==> config.mk <==
export PLATFORM = sky130hd
export DESIGN_NAME = core_if_fetch_q
export DESIGN_NICKNAME = d
export VERILOG_FILES = /design/src/rtl/core_if_fetch_q.sv
export SDC_FILE = /design/constraint.sdc
export NUM_CORES = 1
export LEC_CHECK = 0
export CORE_MARGIN = 4
export CORE_UTILIZATION = 63
export DETAILED_ROUTE_END_ITERATION = 16
export GPL_ROUTABILITY_DRIVEN = 0
export PLACE_DENSITY_LB_ADDON = 0.1
export SLEW_MARGIN = 40
export SYNTH_ARGS = -nofsm -noshare
export SYNTH_HDL_FRONTEND = slang
export SYNTH_SLANG_ARGS = --single-unit
==> constraint.sdc <==
create_clock -name clk -period 7.25 [get_ports clk]
set_clock_uncertainty 0.1 [all_clocks]
set_input_delay 0.725 -clock clk [delete_from_list [all_inputs] [get_ports clk]]
set_output_delay 0.725 -clock clk [all_outputs]
set_load 0.005 [all_outputs]
==> src/rtl/core_if_fetch_q.sv <==
// core_if_fetch_q: instruction-fetch front end. It issues sequential PCs to the
// I-cache over a valid/ready handshake and queues the returned instructions for decode.
// Ports:
//   clk, rst_n (synchronous, active-low)
//   redirect_val/redirect_addr : taken branch or jump; flush and load a new PC
//   pc_stop                    : freeze request issue; the queue still drains
//   ic_req_val/addr/rdy        : cache request handshake
//   ic_rsp_val/data            : in-order cache responses
//   if_val/if_pc/if_pc_4/if_instr, dec_rdy : queue head handed to decode
module core_if_fetch_q #(
  parameter int XLEN = 32,
  parameter logic [XLEN-1:0] PC_START = 32'h0000_0200,
  parameter int FQ_DEPTH = 4,
  parameter int CNT_W = $clog2(FQ_DEPTH + 1)
) (
  input  logic            clk,
  input  logic            rst_n,
  input  logic            redirect_val,
  input  logic [XLEN-1:0] redirect_addr,
  input  logic            pc_stop,
  output logic            ic_req_val,
  output logic [XLEN-1:0] ic_req_addr,
  input  logic            ic_req_rdy,
  input  logic            ic_rsp_val,
  input  logic [XLEN-1:0] ic_rsp_data,
  output logic            if_val,
  output logic [XLEN-1:0] if_pc,
  output logic [XLEN-1:0] if_pc_4,
  output logic [XLEN-1:0] if_instr,
  input  logic            dec_rdy
);
  localparam int AW = $clog2(FQ_DEPTH);
  logic [XLEN-1:0] pc;
  logic [XLEN-1:0] q_pc [FQ_DEPTH];
  logic [XLEN-1:0] q_pc_4 [FQ_DEPTH];
  logic [XLEN-1:0] q_instr [FQ_DEPTH];
  logic [XLEN-1:0] af [FQ_DEPTH];
  logic [AW-1:0] rd_ptr, wr_ptr, af_rd, af_wr;
  logic [CNT_W-1:0] count, outst, drop;
  logic req_fire, push, pop, stale;
  assign stale = drop != '0;
  // Credit rule: a request goes out only while a queue slot is reserved for its response.
  assign ic_req_val = rst_n & ~redirect_val & ~pc_stop &
                      (({1'b0, count} + {1'b0, outst}) < (CNT_W + 1)'(FQ_DEPTH));
  assign ic_req_addr = pc;
  assign req_fire = ic_req_val & ic_req_rdy;
  assign push = ic_rsp_val & ~stale;
  assign if_val = rst_n & (count != '0);
  assign pop = if_val & dec_rdy;
  assign if_pc = q_pc[rd_ptr];
  assign if_pc_4 = q_pc_4[rd_ptr];
  assign if_instr = q_instr[rd_ptr];
  always_ff @(posedge clk) begin
    if (!rst_n) begin
      pc <= PC_START;
      rd_ptr <= '0;
      wr_ptr <= '0;
      af_rd <= '0;
      af_wr <= '0;
      count <= '0;
      outst <= '0;
      drop <= '0;
      for (int i = 0; i < FQ_DEPTH; i++) begin
        q_pc[i] <= '0;
        q_pc_4[i] <= '0;
        q_instr[i] <= '0;
        af[i] <= '0;
      end
    end else if (redirect_val) begin
      pc <= {redirect_addr[XLEN-1:2], 2'b00};
      rd_ptr <= '0;
      wr_ptr <= '0;
      af_rd <= '0;
      af_wr <= '0;
      count <= '0;
      outst <= outst - CNT_W'(ic_rsp_val);
      // Every request still in flight is now stale, including ones already marked
      // stale by an earlier redirect, so drop tracks outst exactly and never exceeds it.
      drop <= outst - CNT_W'(ic_rsp_val);
    end else begin
      if (req_fire) begin
        pc <= pc + XLEN'(4);
        af[af_wr] <= pc;
        af_wr <= af_wr + 1'b1;
      end
      if (push) begin
        q_pc[wr_ptr] <= af[af_rd];
        q_pc_4[wr_ptr] <= af[af_rd] + XLEN'(4);
        q_instr[wr_ptr] <= ic_rsp_data;
        wr_ptr <= wr_ptr + 1'b1;
        af_rd <= af_rd + 1'b1;
      end
      if (pop) rd_ptr <= rd_ptr + 1'b1;
      if (ic_rsp_val && stale) drop <= drop - 1'b1;
      count <= count + CNT_W'(push) - CNT_W'(pop);
      outst <= outst + CNT_W'(req_fire) - CNT_W'(ic_rsp_val);
    end
  end
endmodule
; Word level (Yosys, flattened, before mapping)
; Memory sizes are Yosys's and may differ from the RTL's. A register that Yosys moved wholly into a read port is not among the register bits.
; Cells that the tools add are included.
[totals]
reg_bits = 49
ram_bits = 512
in_bits = 71
output_inout_bits = 130
memories = 4
[memory_table]
columns = name, depth, word_bits, rd, rd_clocked_by_memory_dff, write_ports, line_no
row1 = af, 4, 32, 1, 1, 4, 37  ; logic [XLEN-1:0] af [FQ_DEPTH];
row2 = q_instr, 4, 32, 1, 1, 4, 36  ; logic [XLEN-1:0] q_instr [FQ_DEPTH];
row3 = q_pc, 4, 32, 1, 1, 4, 34  ; logic [XLEN-1:0] q_pc [FQ_DEPTH];
row4 = q_pc_4, 4, 32, 1, 1, 4, 35  ; logic [XLEN-1:0] q_pc_4 [FQ_DEPTH];
[classes]
add_sub_neg = 13
n_lt_le_gt_ge = 1
mux = 34
n_bitwise = 11
n_reduce_logical = 10
[op_table]
columns = cell, n
row1 = two-way mux 32 bit, 6
row2 = OR reduction 32 bit, 4
row3 = "adder 32 x 3 -> 32 bit, second input constant", 2
row4 = two-way mux 2 bit, 12
row5 = two-way mux 1 bit, 13
row6 = two-way mux 3 bit, 3
row7 = subtractor 3 x 1 -> 3 bit, 3
row8 = "adder 2 x 1 -> 2 bit, second input constant", 4
row9 = bitwise AND 1 bit, 7
row10 = adder 3 x 1 -> 3 bit, 2
row11 = nonzero test 3 bit, 2
row12 = adder 3 x 3 -> 4 bit, 1
row13 = "less-than comparator 4 x 3 -> 1 bit, second input constant", 1
row14 = NOT 1 bit, 4
row15 = nonzero test 2 bit, 2
row16 = "subtractor 3 x 1 -> 3 bit, second input constant", 1
row17 = OR reduction 2 bit, 1
row18 = logical AND 1 bit, 1

; Longest topological paths before layout
[depth]
word_depth = 11
depth_mapped = 15

; Least setup slack after synthesis
; OpenSTA, ideal clock, no wires.
[synth_path]
kind = in2reg
start = input port ic_rsp_val
end = memory q_instr[0][0], enable pin
arrival_time_ps = 3755
required_time_ps = 6697
slack_ps = 2941
stages = 7
n_path_buf = 3
path_cell_list = and3_1 -> buf_6 -> nand2_1 -> or3_1 -> clkbuf_1 -> clkbuf_1 -> nand2_1
[synth_lines]
columns = element, line_no
row1 = start: declaration, 24  ; input logic ic_rsp_val,
row2 = end: declaration, 36

==> metrics.md <==
| Metric | Value |
|---|---|
| Avg Cell Area, Syn | `14.0 µm²` |
| Max-Cap Viols | `0` |
| Ys flop type | `edfxtp_1` |
| CP peak stage delay | `650 ps` |
| Mapped Cells | `1721` |
| P&R area growth vs syn | `17.2%` |
| WS Path Type | `flip-flop to output port` |
| Maximum root-to-sink buffer count | `3` |
| Crit-path max FO | `35` |
| Register area share after synthesis | `65.2%` |
| Synth Cell Area | `24000 µm²` |
| CP arrival | `3000 ps` |
| Ant. Diodes | `0` |
| Worst-skew pair later-pin latency | `580 ps` |
| Slew Limit Fails | `0` |
| Placed Area | `26300 µm²` |
| Routed wire length | `55400 µm` |
| DRC | `0` |
| Commonest cells post-synth | `488 x edfxtp_1, 313 x nor2_1, 143 x and2_1, 113 x mux4_2, 108 x nand2_1` |
| Vias in the first global route | `15200` |
| Post-route cell area | `28200 µm²` |
| RR Endpoint | `q_pc_4[2][24]` |
| Die height | `203 µm` |
| DRT iter0 DRCs | `1332` |
| R2R Setup Slk | `3580 ps` |
| First-pass GRT wire length | `85600 µm` |
| PnR Total Power | `0.00702 W` |
| Drt wl/cell | `22.6 µm` |
| Period Utilization, post-route | `52.7%` |
| Count leader, synth | `edfxtp_1` |
| Cts hold-fix bufs | `0` |
| Largest net degree at the start of global routing | `73` |
| Worst-path clk slew | `60 ps` |
| CTS Root Cell | `clkbuf_16` |
| Initial antenna violation count | `0` |
| Core ar. | `37700 µm²` |
| Yosys warning total | `0` |
| Async SR Flop Fraction | `0%` |
| Final Setup Violations | `0` |
| CP endpoint | `if_pc_4[14]` |
| Worst slew pin tran | `857 ps` |
| Share of cells above drive strength 1 | `13.4%` |
| Vias | `14600` |
| Placed instance count | `2345` |
| Worst rel slew slack | `42.9%` |
| Setup TNS | `0 ps` |
| Endpoints failing hold | `0` |
| Std-Cell Rows | `71` |
| RSZ-0062 raised after global routing | `false` |
| Critical Path RT | `6420 ps` |
| Netlist cell types | `63` |
| IO Pins | `201` |
| Die W | `203 µm` |
| Fmax | `262 MHz` |
| #FFs+latches synth | `539` |
| Pwr/cell area | `249 nW/µm²` |
| # port buffers | `192` |
| Total CTS buffers | `53` |
| Synth top area share | `61.0%` |
| Worst reg2reg path depth | `8` |
| Fin crit period | `3820 ps` |
| Slowest-stage cell, CP | `buf_4` |
| Startpoint Class | `flip-flop` |
| H-tree levels | `2` |
| Cell taking the most area after synthesis | `edfxtp_1` |
| EDFF count, synth | `488` |
| Final nets | `1974` |
| Min-Delay Path Class | `flip-flop to flip-flop` |
| Status | `completed` |
| CP bufs+invs | `2` |
| Worst VDD drop | `0.236 mV` |
| Die Area | `41300 µm²` |
| Post-CTS Repair Setup Buffers | `0` |
| CP Capture Type | `output port` |
| DRT Pass-1 Iters | `5` |
| GR Overflow Total | `0` |
| Number of gates resized after cts | `0` |
| CTS tree | `yes` |
| Leak Pwr | `10.2 nW` |
| Post-DP HPWL | `33000 µm` |
| Cell breakdown of the critical path | `buf_4 > mux4_2 > clkdlybuf4s50_1` |
| # fillers | `2411` |
| Total GRT Usage | `26.9%` |
| Clock Sinks | `539` |
| Non-filler cells, final | `2445` |
| Cell family with most CP delay | `buffers and inverters` |
| Via density | `5.99` |
| Starting density of the core | `63.8%` |
| Levels on crit path | `3` |
| Post-route ant nets | `0` |
| Synth area leaders | `edfxtp_1 61%, mux4_2 11%, nor2_1 4.9%` |
-- stage by stage --
step / worst slack, ps / util (%) / hold WS [ps]
finish: 3430 / 74.8 / 430
global route: 3250 / 74.8 / 462
CTS: 3360 / 74.8 / 434
detailed placement: 2870 / 69.9 / 409
global placement: 2190 / 69.8 / 412
floorplan: 2940 / - / 385
-- flip-flops by register name, indices dropped and copies added (netlist names), named ones only --
signal / flops
q_pc: 120
drop: 3
af_rd: 2
rd_ptr: 2
count: 3
af: 120
outst: 3
af_wr: 2
q_instr: 128
q_pc_4: 120
ic_req_addr: 30
wr_ptr: 2
-- power by group --
group | switching, W | internal (W)
registers | 0.0000694 | 0.00353
clock network | 0.00114 | 0.00174
logic | 0.000302 | 0.000241
total | 0.00151 | 0.00551
-- worst reg2reg max path: stages (launching register included) --
cell and delay (ps):
dfxtp_2 620, buf_4 490, mux4_2 480, ha_1 350, nand3_1 230, nor2_2 420, nand4_1 190, xnor2_1 420
nor2_1 100
-- cells by family (layout without fill, tap and decap cells) --
family | Yosys count | in the layout | synth area share [%]
AO/OA/AOI/OAI | 84 | 84 | 2.15
XOR/XNOR | 47 | 47 | 1.78
adder cells (fa/ha/maj) | 14 | 14 | 0.792
AND/OR/NAND/NOR | 695 | 695 | 13.9
buffers and inverters | 196 | 404 | 3.77
other | 1 | 6 | 0.0156
flip-flops | 539 | 539 | 65.2
multiplexers | 145 | 145 | 12.4
-- final cells by class --
class | count | area, µm² | share of cell area (%)
flip-flops and latches | 539 | 15700 | 55.7
multi-input cells | 991 | 7530 | 26.7
repair buffers | 225 | 2190 | 7.76
clock buffers | 68 | 1430 | 5.06
well taps | 511 | 639 | 2.27
clock inverters | 32 | 404 | 1.43
inverters | 79 | 297 | 1.05
-- worst min-delay path by stage --
| stage | startpoint | endpoint | slack (ps) | depth (start not counted) |
|---|---|---|---|---|
| global placement | rd_ptr[1] | flip-flop | 410 | 2 |
| detailed placement | rd_ptr[1] | flip-flop | 410 | 2 |
| floorplan | rd_ptr[1] | flip-flop | 380 | 2 |
| CTS | rd_ptr[1] | rd_ptr[1] | 430 | 2 |
| finish | rd_ptr[1] | flip-flop | 430 | 2 |
| global route | rd_ptr[1] | rd_ptr[1] | 460 | 2 |
-- metal layers --
metal	share of wire [%]	GRT usage [%]	vias up
li1	-	-	6572
met4	2.6	8.34	0
met2	51	46.8	682
met5	0	0	-
met1	39	35.6	7288
met3	7.4	3.96	95
-- cell usage in the layout, fill, tap and decap left out, types with 5 or more instances in the layout --
cell / n
clkbuf_1: 13
mux2i_1: 14
and4_1: 6
mux4_1: 6
or3_1: 5
clkdlybuf4s50_1: 191
ha_1: 12
mux2_2: 12
xnor2_1: 27
a21oi_1: 25
mux4_2: 113
buf_4: 29
nor2_1: 312
nor3_1: 13
clkbuf_16: 55
conb_1: 6
and3_1: 35
inv_1: 78
bufinv_16: 10
nand3_1: 22
nor4_1: 11
o21ai_0: 18
nand4_1: 16
a211oi_1: 8
xor2_1: 18
clkinv_1: 13
a31oi_1: 10
clkinv_2: 7
nand2_1: 105
and2_1: 143
dfxtp_1: 47
edfxtp_1: 488
Note: power is estimated with default switching activity, not from simulation.
